**src/rtl/tanimoto_pkg.sv**
```systemverilog
// Shared definitions for the Tanimoto job controller: FSM encoding and
// bus/threshold-table geometry helpers.
package tanimoto_pkg;

    typedef enum logic [2:0] {
        ST_IDLE,
        ST_CALC,
        ST_PROG,
        ST_STREAM,
        ST_DRAIN,
        ST_DONE
    } state_t;

    localparam int DEF_BUS_WIDTH    = 128;
    localparam int DEF_VECTOR_WIDTH = 920;

    function automatic int bus_bytes(input int bus_width);
        return bus_width / 8;
    endfunction

    function automatic int bus_bytes_log2(input int bus_width);
        return $clog2(bus_width / 8);
    endfunction

    function automatic int cnt_width(input int vector_width);
        return $clog2(vector_width);
    endfunction

    // Largest value representable on the CNT_WIDTH+1 bit threshold data port
    function automatic int sat_max(input int cnt_w);
        return (1 << (cnt_w + 1)) - 1;
    endfunction

endpackage

```
**src/rtl/thr_table_writer.sv**
```systemverilog
// Programs threshold RAM addresses 0..VECTOR_WIDTH with saturated
// floor(n * factor) values, one write per cycle after a start pulse.
module thr_table_writer
    import tanimoto_pkg::*;
#(
    parameter int VECTOR_WIDTH = DEF_VECTOR_WIDTH,
    parameter int CNT_WIDTH    = cnt_width(VECTOR_WIDTH),
    parameter int FRAC_BITS    = 8,
    parameter int FACTOR_WIDTH = 16
) (
    input  logic                    clk,
    input  logic                    rst_n,
    input  logic                    start,
    input  logic [FACTOR_WIDTH-1:0] factor,
    output logic                    busy,
    output logic                    last,
    output logic [CNT_WIDTH-1:0]    bram_addr,
    output logic [CNT_WIDTH:0]      bram_wrdata,
    output logic                    bram_en,
    output logic                    bram_we
);

    localparam int ACC_WIDTH = FACTOR_WIDTH + CNT_WIDTH + 1;
    localparam logic [CNT_WIDTH-1:0] LAST_ADDR = CNT_WIDTH'(VECTOR_WIDTH);
    localparam logic [CNT_WIDTH:0]   SAT_VAL   = (CNT_WIDTH + 1)'(sat_max(CNT_WIDTH));

    logic                 active;
    logic [CNT_WIDTH-1:0] addr;
    logic [ACC_WIDTH-1:0] acc;
    logic [ACC_WIDTH-1:0] scaled;

    // Address and accumulator advance together; acc holds n*factor at address n
    always_ff @(posedge clk or negedge rst_n) begin
        if (!rst_n) begin
            active <= 1'b0;
            addr   <= '0;
            acc    <= '0;
        end else if (start && !active) begin
            active <= 1'b1;
            addr   <= '0;
            acc    <= '0;
        end else if (active) begin
            acc <= acc + ACC_WIDTH'(factor);
            if (addr == LAST_ADDR) begin
                active <= 1'b0;
            end else begin
                addr <= addr + 1'b1;
            end
        end
    end

    always_comb begin
        scaled      = acc >> FRAC_BITS;
        bram_wrdata = scaled[CNT_WIDTH:0];
        if (|scaled[ACC_WIDTH-1:CNT_WIDTH+1]) begin
            bram_wrdata = SAT_VAL;
        end
    end

    assign busy      = active;
    assign last      = active && (addr == LAST_ADDR);
    assign bram_addr = addr;
    assign bram_en   = active;
    assign bram_we   = active;

endmodule

```
**src/rtl/tanimoto_job_ctrl.sv**
```systemverilog
// Job sequencer: programs the threshold table, gates exactly one job's worth
// of beats into the datapath with tlast, then waits for the ID-pair stream end.
module tanimoto_job_ctrl
    import tanimoto_pkg::*;
#(
    parameter int BUS_WIDTH          = DEF_BUS_WIDTH,
    parameter int VECTOR_WIDTH       = DEF_VECTOR_WIDTH,
    parameter int VECTOR_WIDTH_BYTES = 115,
    parameter int VEC_ID_WIDTH       = 8,
    parameter int CNT_WIDTH          = cnt_width(VECTOR_WIDTH),
    parameter int FRAC_BITS          = 8,
    parameter int FACTOR_WIDTH       = 16,
    parameter int BEAT_CNT_WIDTH     = 24,
    parameter int DRAIN_TIMEOUT      = 4096
) (
    input  logic                      ap_clk,
    input  logic                      ap_rstn,
    input  logic                      start,
    input  logic [VEC_ID_WIDTH-1:0]   ref_vec_no,
    input  logic [VEC_ID_WIDTH-1:0]   cmp_vec_no,
    input  logic [FACTOR_WIDTH-1:0]   thr_factor,
    input  logic                      skip_thr,
    output logic                      busy,
    output logic                      done,
    output logic                      timeout,
    output logic [BEAT_CNT_WIDTH-1:0] beat_cnt,
    input  logic [BUS_WIDTH-1:0]      S_AXIS_IN_tdata,
    input  logic                      S_AXIS_IN_tvalid,
    output logic                      S_AXIS_IN_tready,
    output logic [BUS_WIDTH-1:0]      M_AXIS_DATA_tdata,
    output logic                      M_AXIS_DATA_tvalid,
    output logic                      M_AXIS_DATA_tlast,
    input  logic                      M_AXIS_DATA_tready,
    input  logic                      MON_ID_PAIR_tvalid,
    input  logic                      MON_ID_PAIR_tready,
    input  logic                      MON_ID_PAIR_tlast,
    output logic [CNT_WIDTH-1:0]      BRAM_addr,
    output logic [CNT_WIDTH:0]        BRAM_wrdata,
    output logic                      BRAM_en,
    output logic                      BRAM_we
);

    localparam int BUS_BYTES   = bus_bytes(BUS_WIDTH);
    localparam int BUS_LOG2    = bus_bytes_log2(BUS_WIDTH);
    localparam int BYTES_WIDTH = 2 * VEC_ID_WIDTH + 7;
    localparam int DRAIN_CW    = $clog2(DRAIN_TIMEOUT + 1);
    localparam logic [DRAIN_CW-1:0] DRAIN_LAST = DRAIN_CW'(DRAIN_TIMEOUT - 1);

    state_t state, state_next;

    logic [VEC_ID_WIDTH-1:0]   ref_q;
    logic [VEC_ID_WIDTH-1:0]   cmp_q;
    logic [FACTOR_WIDTH-1:0]   factor_q;
    logic [BEAT_CNT_WIDTH-1:0] total_beats;
    logic                      idp_flag;
    logic [DRAIN_CW-1:0]       drain_cnt;

    logic [BYTES_WIDTH-1:0]    job_bytes;
    logic [BYTES_WIDTH-1:0]    beats_full;
    logic [BEAT_CNT_WIDTH-1:0] calc_beats;

    logic in_stream;
    logic in_drain;
    logic last_beat;
    logic stream_hs;
    logic mon_last;
    logic drain_hit;
    logic wr_start;
    logic wr_busy;
    logic wr_last;

    always_comb begin
        job_bytes  = (BYTES_WIDTH'(ref_q) + BYTES_WIDTH'(cmp_q)) * BYTES_WIDTH'(VECTOR_WIDTH_BYTES);
        beats_full = (job_bytes + BYTES_WIDTH'(BUS_BYTES - 1)) >> BUS_LOG2;
        calc_beats = BEAT_CNT_WIDTH'(beats_full);
    end

    assign in_stream = (state == ST_STREAM);
    assign in_drain  = (state == ST_DRAIN);
    assign last_beat = (beat_cnt == total_beats - BEAT_CNT_WIDTH'(1));
    assign stream_hs = in_stream && S_AXIS_IN_tvalid && M_AXIS_DATA_tready;
    assign mon_last  = MON_ID_PAIR_tvalid && MON_ID_PAIR_tready && MON_ID_PAIR_tlast;
    assign drain_hit = in_drain && !idp_flag && !mon_last && (drain_cnt == DRAIN_LAST);
    assign wr_start  = (state == ST_CALC) && !skip_thr && !wr_busy;

    always_ff @(posedge ap_clk or negedge ap_rstn) begin
        if (!ap_rstn) begin
            state <= ST_IDLE;
        end else begin
            state <= state_next;
        end
    end

    // An ID-pair tlast seen during DRAIN finishes the job on the next cycle
    always_comb begin
        state_next = state;
        case (state)
            ST_IDLE: begin
                if (start) state_next = ST_CALC;
            end
            ST_CALC: begin
                if (!skip_thr)            state_next = ST_PROG;
                else if (calc_beats == '0) state_next = ST_DONE;
                else                      state_next = ST_STREAM;
            end
            ST_PROG: begin
                if (wr_last) state_next = (total_beats == '0) ? ST_DONE : ST_STREAM;
            end
            ST_STREAM: begin
                if (stream_hs && last_beat) state_next = ST_DRAIN;
            end
            ST_DRAIN: begin
                if (idp_flag || mon_last || drain_hit) state_next = ST_DONE;
            end
            ST_DONE: begin
                state_next = ST_IDLE;
            end
            default: begin
                state_next = ST_IDLE;
            end
        endcase
    end

    always_ff @(posedge ap_clk or negedge ap_rstn) begin
        if (!ap_rstn) begin
            ref_q       <= '0;
            cmp_q       <= '0;
            factor_q    <= '0;
            total_beats <= '0;
            beat_cnt    <= '0;
            idp_flag    <= 1'b0;
            drain_cnt   <= '0;
            timeout     <= 1'b0;
        end else begin
            if ((state == ST_IDLE) && start) begin
                ref_q    <= ref_vec_no;
                cmp_q    <= cmp_vec_no;
                factor_q <= thr_factor;
                timeout  <= 1'b0;
                beat_cnt <= '0;
                idp_flag <= 1'b0;
            end
            if (state == ST_CALC) begin
                total_beats <= calc_beats;
            end
            if (stream_hs) begin
                beat_cnt <= beat_cnt + 1'b1;
            end
            if (mon_last && (in_stream || in_drain)) begin
                idp_flag <= 1'b1;
            end
            if (in_drain) begin
                drain_cnt <= drain_cnt + 1'b1;
            end else begin
                drain_cnt <= '0;
            end
            if (drain_hit) begin
                timeout <= 1'b1;
            end
        end
    end

    thr_table_writer #(
        .VECTOR_WIDTH (VECTOR_WIDTH),
        .CNT_WIDTH    (CNT_WIDTH),
        .FRAC_BITS    (FRAC_BITS),
        .FACTOR_WIDTH (FACTOR_WIDTH)
    ) u_thr_writer (
        .clk         (ap_clk),
        .rst_n       (ap_rstn),
        .start       (wr_start),
        .factor      (factor_q),
        .busy        (wr_busy),
        .last        (wr_last),
        .bram_addr   (BRAM_addr),
        .bram_wrdata (BRAM_wrdata),
        .bram_en     (BRAM_en),
        .bram_we     (BRAM_we)
    );

    // Upstream is stalled, never dropped, whenever the gate is closed
    assign busy               = (state != ST_IDLE);
    assign done               = (state == ST_DONE);
    assign M_AXIS_DATA_tdata  = S_AXIS_IN_tdata;
    assign M_AXIS_DATA_tvalid = in_stream && S_AXIS_IN_tvalid;
    assign S_AXIS_IN_tready   = in_stream && M_AXIS_DATA_tready;
    assign M_AXIS_DATA_tlast  = in_stream && last_beat;

endmodule
```
**config.mk**
```make
export PLATFORM = sky130hd
export DESIGN_NAME = tanimoto_job_ctrl
export DESIGN_NICKNAME = d
export VERILOG_FILES = /design/src/rtl/tanimoto_pkg.sv /design/src/rtl/thr_table_writer.sv /design/src/rtl/tanimoto_job_ctrl.sv
export SDC_FILE = /design/constraint.sdc
export NUM_CORES = 1
export LEC_CHECK = 0
export BUFFER_PORTS_ARGS = -buffer_cell sky130_fd_sc_hd__buf_4
export CAP_MARGIN = 30
export CORE_AREA = 2 2 156 158
export CTS_BUF_LIST = sky130_fd_sc_hd__clkbuf_8
export DETAILED_ROUTE_END_ITERATION = 16
export DIE_AREA = 0 0 158 160
export GPL_TIMING_DRIVEN = 0
export PLACE_DENSITY = 0.72
export SLEW_MARGIN = 20
export SYNTH_ARGS = -nofsm -noshare
export SYNTH_HDL_FRONTEND = slang
export SYNTH_SLANG_ARGS = --single-unit
```
**constraint.sdc**
```tcl
create_clock -name ap_clk -period 6.95 [get_ports ap_clk]
set_input_delay 0.695 -clock ap_clk [delete_from_list [all_inputs] [get_ports ap_clk]]
set_output_delay 0.695 -clock ap_clk [all_outputs]
set_load 0.01 [all_outputs]
```
==> summary.md <==
| Metric | Value |
|---|---|
| Net count reported at finish | 1485 |
| Number of setup buffers added after CTS | 0 |
| Highest-utilization routing layer at the global route stage | met2 |
| Flops & latches, synth | 125 |
| Gate count after technology mapping | 983 |
| Detailed-route wire length | 21.1 mm |
| Clock skew after layout | 15.8 ps |
| Library cells used by synthesis | 64 |
| Crit end category | flip-flop |
| Ratio of routed vias to standard cells | 4.95 |
| Main area contributors after synthesis | dfrtp_1 33%, buf_4 10%, ha_1 10%, mux2_2 4.5%, fa_1 3.4% |
| List of cells traversed by the critical path | ha_1 -> inv_1 -> fa_1 -> inv_1 -> a21oi_1 -> o21bai_1 -> a21oi_1 -> o21bai_1 -> xor2_1 -> fa_1 -> fa_1 -> ha_1 -> ha_1 -> a2111oi_0 -> a211oi_1 -> nor2_1 -> a21oi_1 -> nor4_1 -> nand4_1 -> o41ai_1 |
| Total gr overflow | 0 |
| Clock root buffer | clkbuf_8 |
| Max_slew headroom | 0.407 |
| Pin count of the biggest net entering global routing | 76 |
| Floorplan row count | 57 |
| GP Congestion | 0.798 |
| F_max | 161 MHz |
| Hold buffers post-CTS | 0 |
| Effective utilization at floorplan | 0.393 |
| Floorplan die height | 160 µm |
| Async set-reset flop share out of synthesis | 1.00 |
| Worst path max stage delay | 640 ps |
| Sequential fraction of the synthesis area | 0.334 |
| Hold Slack | 156 ps |
| Vias in the first global route | 7298 |
| 1st-iter DRT viols | 274 |
| Post-CTS Resized | 0 |
| Global routing met3 resource utilization | 0.0364 |
| Count of flip-flops with a built-in enable after synthesis | 0 |
| Syn-to-layout area delta | 26.8% |
| GRT Overall Usage | 0.166 |
| Non-Filler Cell Area, Final | 0.0119 mm² |
| Number of nets produced by synthesis | 1244 |
| Critical path buffers and inverters | 2 |
| Total area of sequential cells | 0.00313 mm² |
| DP Area | 0.0115 mm² |
| Commonest cells post-synth | 129 x buf_4, 125 x dfrtp_1, 76 x ha_1 |
| Area of the multi-input gates | 0.00497 mm² |
| Dpl cells | 1529 |
| Maximum capacitance violations | 0 |
| Actual transition at the worst max-transition pin | 883 ps |
| Startpoint-to-endpoint class of the critical path | reg -> reg |
| Syn Area/Cell | 9.51 µm² |
| Clock transition at the register clock pins on the worst setup and hold paths after CTS | 80 ps |
| Die Outline Area | 0.0253 mm² |
| Final worst-path cycle share | 0.895 |
| Post-detailed-route wirelength per cell | 13.6 µm |
| Number of filler instances in the final layout | 2242 |
| Hold crit path type | in -> async |
| Post-synth top area share | 0.334 |
| Nature of the critical path startpoint | flip-flop |
| CP delay by family, top | adder cells |
| Met2 routing resource usage after global routing | 0.271 |
| Required time at the endpoint of the critical path | 7290 ps |
| Share of final-layout standard cells stronger than drive strength 1 | 0.359 |
| Antenna diode count | 0 |
| Core ar. | 0.0238 mm² |
| Global-route wire length before repair | 34.6 mm |
| Largest area contributor in the netlist | dfrtp_1 |
| Count of vias placed by the detailed router | 7712 |
| Antenna Violating Nets Remaining | 0 |
| Unrepaired setup endpoints after global routing | no |
| Final min period | 6220 ps |
| Total standard cell area after synthesis | 0.00935 mm² |
| Outcome | finished, final reports clean |
| Top-count cell post-synth | buf_4 |
| Setup-failing EPs final | 0 |
| Setup TNS after final layout | 0 ps |
| Number of non-filler instances in the completed layout | 1559 |
| Die W | 158 µm |
| Worst-skew pair later-pin latency | 450 ps |
| Final-report hold violation count | 0 |
| Detailed placement HPWL | 16.5 mm |
| Count of clock tree sinks | 125 |
| Antenna violations before repair | 0 |
| Yosys warns | 0 |
| Total of buffers placed on input and output ports | 221 |
| CTS tree | yes |
| Maximum root-to-sink buffer count | 2 |
| Global routing usage on met1 | 0.224 |
| Num ports | 350 |
| CTS buffer count | 17 |
| Main flop type after synthesis | dfrtp_1 |
| Final number of max-transition violations | 0 |
| Critical path arrival | 6560 ps |
| Largest fanout of any net on the critical path | 7 |
| DR DRC count | 0 |
| Critical path's slowest cell | xor2_1 |
| CTS HTree Levels | 4 |
| Number of detailed-route iterations in the first pass | 4 |
[cell families (layout without fill, tap and decap cells)]
logic type	after synthesis	count (layout)	synth area share
AO/OA/AOI/OAI	165	165	0.117
XOR/XNOR	64	64	0.0599
adder cells (fa/ha/maj)	92	92	0.136
buffers and inverters	204	456	0.134
flip-flops	125	125	0.334
multiplexers	54	54	0.0628
AND/OR/NAND/NOR	279	279	0.156
[per-layer routing]
| layer | up-vias | routed length, µm |
|---|---|---|
| met1 | 3656 | 9610 |
| met2 | 228 | 9940 |
| met4 | 0 | 257 |
| met3 | 21 | 1320 |
| li1 | 3807 | - |
| met5 | - | 0 |
[worst register-to-register path, cell delays in order, from the launching register on]
cell	delay [ps]
dfrtp_1	360
ha_1	180
inv_1	60
fa_1	390
inv_1	70
a21oi_1	70
o21bai_1	210
a21oi_1	110
o21bai_1	230
xor2_1	640
fa_1	540
fa_1	490
ha_1	300
ha_1	390
a2111oi_0	560
a211oi_1	230
nor2_1	240
a21oi_1	130
nor4_1	390
nand4_1	210
o41ai_1	340
[through the flow]
stage / setup WS, ps / utilization
detailed placement: 783 / 0.481
CTS: 735 / 0.498
global route: 232 / 0.498
global placement: 887 / 0.479
floorplan: 1520 / -
finish: 728 / 0.498
[worst paths after layout]
kind / slack (ps) / start / cells past startpoint / endpoint
setup / recovery: 730 / ref_q[0]$_DFFE_PN0P_ / 20 / state[2]$_DFFE_PN0P_
hold / removal: 160 / ap_rstn / 1 / drain_cnt[8]$_DFF_PN0_
setup reg to reg: 730 / ref_q[0]$_DFFE_PN0P_ / 20 / state[2]$_DFFE_PN0P_
hold reg to reg: 490 / u_thr_writer.acc[18]$_DFFE_PN0P_ / 1 / u_thr_writer.acc[18]$_DFFE_PN0P_
max in group asynchronous: 6070 / ap_rstn / 2 / ref_q[3]$_DFFE_PN0P_
min in group ap_clk: 470 / thr_factor[8] / 2 / factor_q[8]$_DFFE_PN0P_
[cell usage in the layout (no fill, tap or decap), drive strengths merged, types with 3 or more instances in the layout]
master	netlist	layout
a211o	3	3
a211oi	4	4
a21o	21	21
a21oi	35	35
a22o	15	15
a31o	4	4
a31oi	8	8
and2	7	7
and3	22	22
and4	3	3
buf	135	357
bufinv	0	3
clkbuf	12	31
clkinv	0	5
dfrtp	125	125
fa	16	16
ha	76	76
inv	57	58
mux2	37	37
mux2i	17	17
nand2	70	70
nand2b	5	5
nand3	44	44
nand4	13	13
nor2	44	44
nor3	21	21
nor3b	4	4
nor4	10	10
nor4b	3	3
o211ai	9	9
o21a	3	3
o21ai	39	39
o21bai	5	5
o22ai	3	3
o31ai	3	3
or2	15	15
or3	8	8
xnor2	34	34
xor2	30	30
[sequential cells by signal, indices dropped and copies added (netlist names)]
register and count:
u_thr_writer.acc 27, beat_cnt 24, factor_q 16, drain_cnt 13, total_beats 13, u_thr_writer.bram_addr 10
cmp_q 8, ref_q 8, state 3, idp_flag 1, timeout 1, u_thr_writer.bram_en 1
[area by class of cell]
| class | instances | share of cell area |
|---|---|---|
| multi-input combinational | 654 | 0.419 |
| sequential | 125 | 0.264 |
| timing repair buffer | 222 | 0.143 |
| buffer | 147 | 0.0876 |
| tap | 324 | 0.0342 |
| clock buffer | 19 | 0.0221 |
| inverter | 57 | 0.0180 |
| clock inverter | 11 | 0.0122 |
Power is left out: the tool's default activity adds up to more than one toggle a clock period on the data nets, which glitch-free logic cannot reach.
